**src/rtl/alu_issue.sv**
```systemverilog
// Single-issue ALU sequencer: IDLE -> OPER -> EXEC -> WB, with a register file.
// ALU_ISSUE_R0_ZERO_EN makes register 0 a hardwired zero; by default it is an ordinary register.
module alu_issue #(
  parameter int data_width     = 32,
  parameter int reg_addr_width = 4
) (
  input  logic                      clk,
  input  logic                      rst,
  input  logic                      instr_valid,
  output logic                      instr_ready,
  input  logic [4:0]                instr_func,
  input  logic [reg_addr_width-1:0] instr_rd,
  input  logic [reg_addr_width-1:0] instr_rs1,
  input  logic [reg_addr_width-1:0] instr_rs2,
  input  logic                      instr_imm_sel,
  input  logic [data_width-1:0]     instr_imm,
  output logic                      alu_en,
  output logic [4:0]                alu_func,
  output logic [data_width-1:0]     alu_S1,
  output logic [data_width-1:0]     alu_S2,
  input  logic [data_width-1:0]     alu_D,
  output logic                      done,
  output logic [reg_addr_width-1:0] done_rd,
  output logic [data_width-1:0]     done_data,
  output logic                      illegal,
  input  logic [reg_addr_width-1:0] dbg_addr,
  output logic [data_width-1:0]     dbg_data,
  output logic [1:0]                dbg_state
);
  localparam int nregs   = 1 << reg_addr_width;
  localparam int shamt_w = $clog2(data_width);

  typedef enum logic [1:0] {IDLE, OPER, EXEC, WB} state_t;

  state_t state, state_nxt;

  logic [4:0]                func_q;
  logic [reg_addr_width-1:0] rd_q, rs1_q, rs2_q;
  logic                      imm_sel_q;
  logic [data_width-1:0]     imm_q;
  logic [data_width-1:0]     s1_q, s2_q, result_q;
  logic [data_width-1:0]     rf [nregs];

  logic                      func_legal, func_shift, rf_we;
  logic [data_width-1:0]     rs1_val, rs2_val, s2_sel, shamt_mask;

  assign shamt_mask = {{(data_width-shamt_w){1'b0}}, {shamt_w{1'b1}}};
  assign func_legal = (func_q >= 5'b01_100) && (func_q <= 5'b11_000);
  assign func_shift = (func_q >= 5'b10_110) && (func_q <= 5'b11_000);

  // Register-file reads; with the zero-register option, address 0 always reads 0.
  always_comb begin
    rs1_val  = rf[rs1_q];
    rs2_val  = rf[rs2_q];
    dbg_data = rf[dbg_addr];
`ifdef ALU_ISSUE_R0_ZERO_EN
    if (rs1_q == '0)    rs1_val  = '0;
    if (rs2_q == '0)    rs2_val  = '0;
    if (dbg_addr == '0) dbg_data = '0;
`endif
  end

  always_comb begin
    s2_sel = imm_sel_q ? imm_q : rs2_val;
    if (func_shift) s2_sel = s2_sel & shamt_mask;
  end

  always_comb begin
    rf_we = (state == WB) && func_legal;
`ifdef ALU_ISSUE_R0_ZERO_EN
    if (rd_q == '0) rf_we = 1'b0;
`endif
  end

  // Handshake: an instruction transfers on a rising edge where instr_valid && instr_ready;
  // instr_ready is high only in IDLE, and offers made while busy are dropped, not buffered.
  always_comb begin
    state_nxt = state;
    case (state)
      IDLE:    if (instr_valid) state_nxt = OPER;
      OPER:    state_nxt = func_legal ? EXEC : WB;
      EXEC:    state_nxt = WB;
      WB:      state_nxt = IDLE;
      default: state_nxt = IDLE;
    endcase
  end

  always_ff @(posedge clk or posedge rst) begin
    if (rst) state <= IDLE;
    else     state <= state_nxt;
  end

  always_ff @(posedge clk or posedge rst) begin
    if (rst) begin
      func_q    <= '0;
      rd_q      <= '0;
      rs1_q     <= '0;
      rs2_q     <= '0;
      imm_sel_q <= 1'b0;
      imm_q     <= '0;
      s1_q      <= '0;
      s2_q      <= '0;
      result_q  <= '0;
      for (int i = 0; i < nregs; i++) rf[i] <= '0;
    end else begin
      if (state == IDLE && instr_valid) begin
        func_q    <= instr_func;
        rd_q      <= instr_rd;
        rs1_q     <= instr_rs1;
        rs2_q     <= instr_rs2;
        imm_sel_q <= instr_imm_sel;
        imm_q     <= instr_imm;
      end
      if (state == OPER) begin
        s1_q <= rs1_val;
        s2_q <= s2_sel;
      end
      if (state == EXEC) result_q <= alu_D;
      if (rf_we) rf[rd_q] <= result_q;
    end
  end

  always_comb begin
    instr_ready = (state == IDLE);
    alu_en      = (state == EXEC);
    alu_func    = alu_en ? func_q : '0;
    alu_S1      = alu_en ? s1_q : '0;
    alu_S2      = alu_en ? s2_q : '0;
    done        = (state == WB);
    illegal     = done && !func_legal;
    done_rd     = done ? rd_q : '0;
    done_data   = (done && func_legal) ? result_q : '0;
    dbg_state   = state;
  end
endmodule

```
**config.mk**
```make
export PLATFORM = sky130hd
export DESIGN_NAME = alu_issue
export DESIGN_NICKNAME = d
export VERILOG_FILES = /design/src/rtl/alu_issue.sv
export SDC_FILE = /design/constraint.sdc
export NUM_CORES = 1
export LEC_CHECK = 0
export CAP_MARGIN = 5
export CORE_MARGIN = 2
export CORE_UTILIZATION = 30
export DETAILED_ROUTE_END_ITERATION = 10
export GPL_TIMING_DRIVEN = 1
export PLACE_DENSITY_LB_ADDON = 0.08
export SETUP_SLACK_MARGIN = 0.5
export SLEW_MARGIN = 20
export SYNTH_ARGS = -nofsm -noshare
export SYNTH_HDL_FRONTEND = slang
export SYNTH_SLANG_ARGS = --single-unit
```
**constraint.sdc**
```tcl
create_clock -name clk -period 23.2 [get_ports clk]
set_input_delay 2.32 -clock clk [delete_from_list [all_inputs] [get_ports clk]]
set_output_delay 2.32 -clock clk [all_outputs]
set_load 0.005 [all_outputs]
```
# == Yosys cells after proc, flatten, opt, wreduce, memory -nomap -nowiden ==
# Index checks and enable logic that the tools add are counted.
# word_totals
register_bits,660
latchBits,0
mem_bits_rw,0
mem_bits_ro,0
inputBits,89
elab_cells,72
memories,0
# op_classes
add_sub_neg,0
n_mul,0
div,0
n_lt_le_gt_ge,8
n_eq_ne,4
shifts,0
mux,22
bitwise,4
reduce_logical,8
# op_table
cell,count
512-bit bitwise mux,1
32-bit binary-select mux with 4-bit select,3
32-bit 2-to-1 mux,12
32-bit demux with 4-bit select,1
"5-bit >= comparator, second input constant",5
4-bit inverter with 5-bit output,4
2-bit case mux with 4 select lines,1
1-bit logical AND,6
"5-bit by 4-bit >= comparator with 1-bit output, second input constant",1
"5-bit less-or-equal comparator, second input constant",1
"5-bit by 1-bit < comparator with 1-bit output, second input constant",1
5-bit 2-to-1 mux,1
"2-bit == test, second input constant",2
4-bit 2-to-1 mux,1
"2-bit by 1-bit == test with 1-bit output, second input constant",1
2-bit logical NOT,1
2-bit 2-to-1 mux,1
"2-bit != test, second input constant",1
1-bit logical NOT,1
1-bit 2-to-1 mux,1

# == Depth between registers and ports, before layout ==
# depth
depth_word,6
mapped_depth,8
ltp_nobuf,6

# == Least setup slack after synthesis ==
# OpenSTA, ideal clock, no wires.
# synth_path
kind,input to output
start,in dbg_addr[0]
end,out dbg_data[12]
arrival_ns,3.899
path_slack_ns,16.981
stages,4
path_cell_list,buf_2 buf_2 mux4_2 mux4_2
# synth_via
elab_chain_cells,4
# synth_rtl
item,line_no,rtl
start: declaration,26,"input logic [reg_addr_width-1:0] dbg_addr,"
4-bit inverter with 5-bit output (implied by the code),55,dbg_data = rf[dbg_addr];
32-bit binary-select mux with 4-bit select,55,
32-bit 2-to-1 mux (implied by the code) (2 in a row),55,
end: declaration,27,"output logic [data_width-1:0] dbg_data,"
# No other way between the ends. The select of a mux whose other input is x is not followed.

# == Final worst setup path ==
# layout_path
start,in dbg_addr[1]
end,out dbg_data[30]
# Same word-level chain as after synthesis.

==> results.md <==
* Max FO, Critical Path at around 70
* Setup Fix Bufs, Post-CTS at 0
* Final setup viols at 0
* Core Box Area at approximately 120000 sq um
* Root buf cell: clkbuf_16
* Synthesized area per cell at 15.05 sq um
* Clock Path Buffers at 3
* Routability Congestion at 0.7745
* Crit path time final at 7.894 ns
* Min-delay src: s2_q[20]$_DFFE_PP0N_
* Die Height at around 360 microns
* Fill cells at 11589
* Leakage at about 19 nW
* Most common cell after layout, fill and taps aside: dfrtp_1
* Clock sink count at 660
* Mapped Cells at 2461
* Vias in the first global route at approximately 26000
* Async SR Flop Fraction at 1.000
* Worst Setup Path Type: in2out
* Router iterations before antenna repair at 5
* Worst-Skew Late Latency at 0.65 ns
* Htree depth at 3
* CP startpoint: dbg_addr[1]
* Initial antenna violation count at 4
* IO Port Bufs at around 230
* Post-synth net total at between 2000 and 3000
* Rel. slew slack at 0.2136
* Finished Cell Area at around 44000 sq um
* Logic pwr share at 0.404
* Remaining DRCs at 0
* Sequential cell area fraction in the yosys report at 0.4458
* Mapped Area at approximately 37000 sq um
* Layout net count at roughly 2700
* CP most frequent cell: mux4_2
* Fmax at about 130 MHz
* Ys Warns at 0
* Share of cells above drive strength 1 at 0.4297
* Total GRT Usage at 0.2160
* Cell Chain, Critical Path: buf_6 -> buf_4 -> mux4_2 -> mux4_2 -> clkdlybuf4s50_1
* Slowest cell on crit path: buf_4
* Largest net degree at the start of global routing at approximately 150
* Kind of start point of the critical path: input port
* Setup TNS Final at 0 ns
* Remaining Overflow, GRT at 0
* Status: finished clean
* Final ANT Viol Nets at 0
* Flops & latches, synth at 660
* Crit path capture type: output port
* Die Area at 126300 sq um
* Flop pwr share at 0.372
* Cell Area, Placed at roughly 41000 sq um
* Max incr delay on CP at 0.91 ns
* Worst-Margin Slew at around 1.2 ns
* Clock Power Share at 0.224
* Post-DP HPWL at between 70 and 80 mm
* Resize count post-CTS at 0
* Wire per inst at approximately 32 microns
* Switching Fraction at 0.3804
* Vias per Instance at ~5.7
* Clock tree from TritonCTS: built
* Area of the multi-input gates at 19570 sq um
* Worst Clk Skew at around 0.024 ns
* Initial Utilization at 0.3032
* Worst ir drop on vdd at about 0.00011 V
* Switching component of the power at about 2.2 mW
* First-pass GRT wire length at roughly 200 mm
* Max_cap viols at 0
* Vias at 24444
* Unrepaired setup endpoints after global routing: no
* Ys flop type: dfrtp_1
* Area grow syn2layout at 17.72%
* First DRT Iteration DRCs at ~2100
* Overall die width at about 360 microns
* DRT Wirelength at 136.4 mm
* Rows at approximately 130
* Period utilization at 0.3403
* Worst r2r src: dbg_state[1]$_DFFE_PP0P_
* # hold bufs at CTS at 0
* EDFF count, synth at 0
* Internal Pwr Total at around 3.6 mW
* CTS Buf Count at 83
* FF/Latch Area at between 15000 and 20000 sq um
* Power per Cell Area at roughly 130 nW/um^2
* HP Class: reg2reg
* Most frequent cells in the layout: 655 x dfrtp_1, 538 x mux2_2, 352 x mux4_2
* Final Slew Violations at 0
* Clock transition at path regs at roughly 0.05 ns
* Num ports at 232
* Critical path arrival at ~5.6 ns
* Fin. Hold Viols at 0
* CP Data Required Time at between 20 and 25 ns
* Distinct cells, synth at 47
-- stage by stage --
| step | setup WS, ns | hold slack, ns | utilization | cells | total power [mW] |
|---|---|---|---|---|---|
| global route | 15.25 | 0.5071 | 0.3569 | 4270 | 6.081 |
| CTS | 15.33 | 0.4879 | 0.3566 | 4268 | 5.822 |
| global placement | 15.43 | 0.4699 | 0.3348 | 4124 | 4.472 |
| detailed placement | 15.33 | 0.4744 | 0.3348 | 4124 | 4.505 |
| finish | 15.31 | 0.4869 | 0.3569 | 4270 | 5.756 |
| floorplan | 2.384 | 0.4472 | - | 2461 | 3.559 |
-- cell usage after synthesis (23+ instances only) --
| cell type | instances | area (sq um) |
|---|---|---|
| clkbuf_1 | 121 | 454.2 |
| mux2_4 | 30 | 450.4 |
| mux2_2 | 538 | 6058 |
| mux2i_1 | 174 | 1742 |
| mux4_2 | 352 | 7928 |
| buf_1 | 23 | 86.33 |
| o21ai_0 | 41 | 205.2 |
| buf_2 | 101 | 505.5 |
| dfrtp_1 | 660 | 16520 |
| mux2_1 | 26 | 292.8 |
| nand2_1 | 37 | 138.9 |
| and2_1 | 107 | 669.4 |
| a22oi_1 | 76 | 570.6 |
| a222oi_1 | 32 | 320.3 |
-- per-layer routing --
metal	global-route usage	wire (microns)
met2	0.3372	62150
met4	0.05534	2929
met5	0	0
met1	0.3115	62980
met3	0.03559	8302
-- critical path: cells and delay by family --
family / cells / cell delay [ns]
muxes: 2 / 1.09
buffers and inverters: 3 / 2.07
-- worst paths after layout --
check / endpoint / slack [ns] / depth (start not counted)
worst min-delay path: s2_q[20]$_DFFE_PP0N_ / 0.49 / 1
worst max register to register: s1_q[9]$_DFFE_PP0N_ / 19.44 / 7
min in group asynchronous: s2_q[20]$_DFFE_PP0N_ / 2.19 / 2
max in group asynchronous: rf[149]$_DFFE_PP0P_ / 17.86 / 5
worst max-delay path: dbg_data[30] / 15.31 / 5
worst min register to register: s2_q[20]$_DFFE_PP0N_ / 0.49 / 1
-- state kept, by name (all words and copies together), names as in the netlist --
register,cells
result_q,32
func_q,5
rd_q,4
imm_q,32
imm_sel_q,1
rs2_q,4
rf,512
rs1_q,4
s1_q,32
s2_q,32
dbg_state,2
-- power groups by stage --
stage / registers [mW] / logic (mW) / clock network (mW)
global route: 2.22 / 2.48 / 1.38
CTS: 2.14 / 2.35 / 1.33
finish: 2.14 / 2.33 / 1.29
floorplan: 1.83 / 1.73 / 0
detailed placement: 2.16 / 2.35 / 0
global placement: 2.15 / 2.32 / 0
-- layout make-up --
type,instances,area share
Tap cell,1625,0.04662
Inverter,6,0.0007172
Sequential cell,660,0.3791
Antenna cell,1,0.00005738
Multi-Input combinational cell,1547,0.4487
Clock buffer,132,0.05844
Clock inverter,12,0.002639
Timing Repair Buffer,287,0.06372
-- cell families (layout without fill, tap and decap cells) --
group | count (synthesis) | after routing | synth area share
and+or+nand+nor | 209 | 209 | 0.03485
adders and majority gates | 4 | 4 | 0.001351
buffers and inverters | 254 | 437 | 0.02975
other | 0 | 1 | 0
muxes | 1120 | 1120 | 0.4446
AOI/OAI and AO/OA | 214 | 214 | 0.04370
DFF | 660 | 660 | 0.4458
Power figures use the tool's default switching activity.
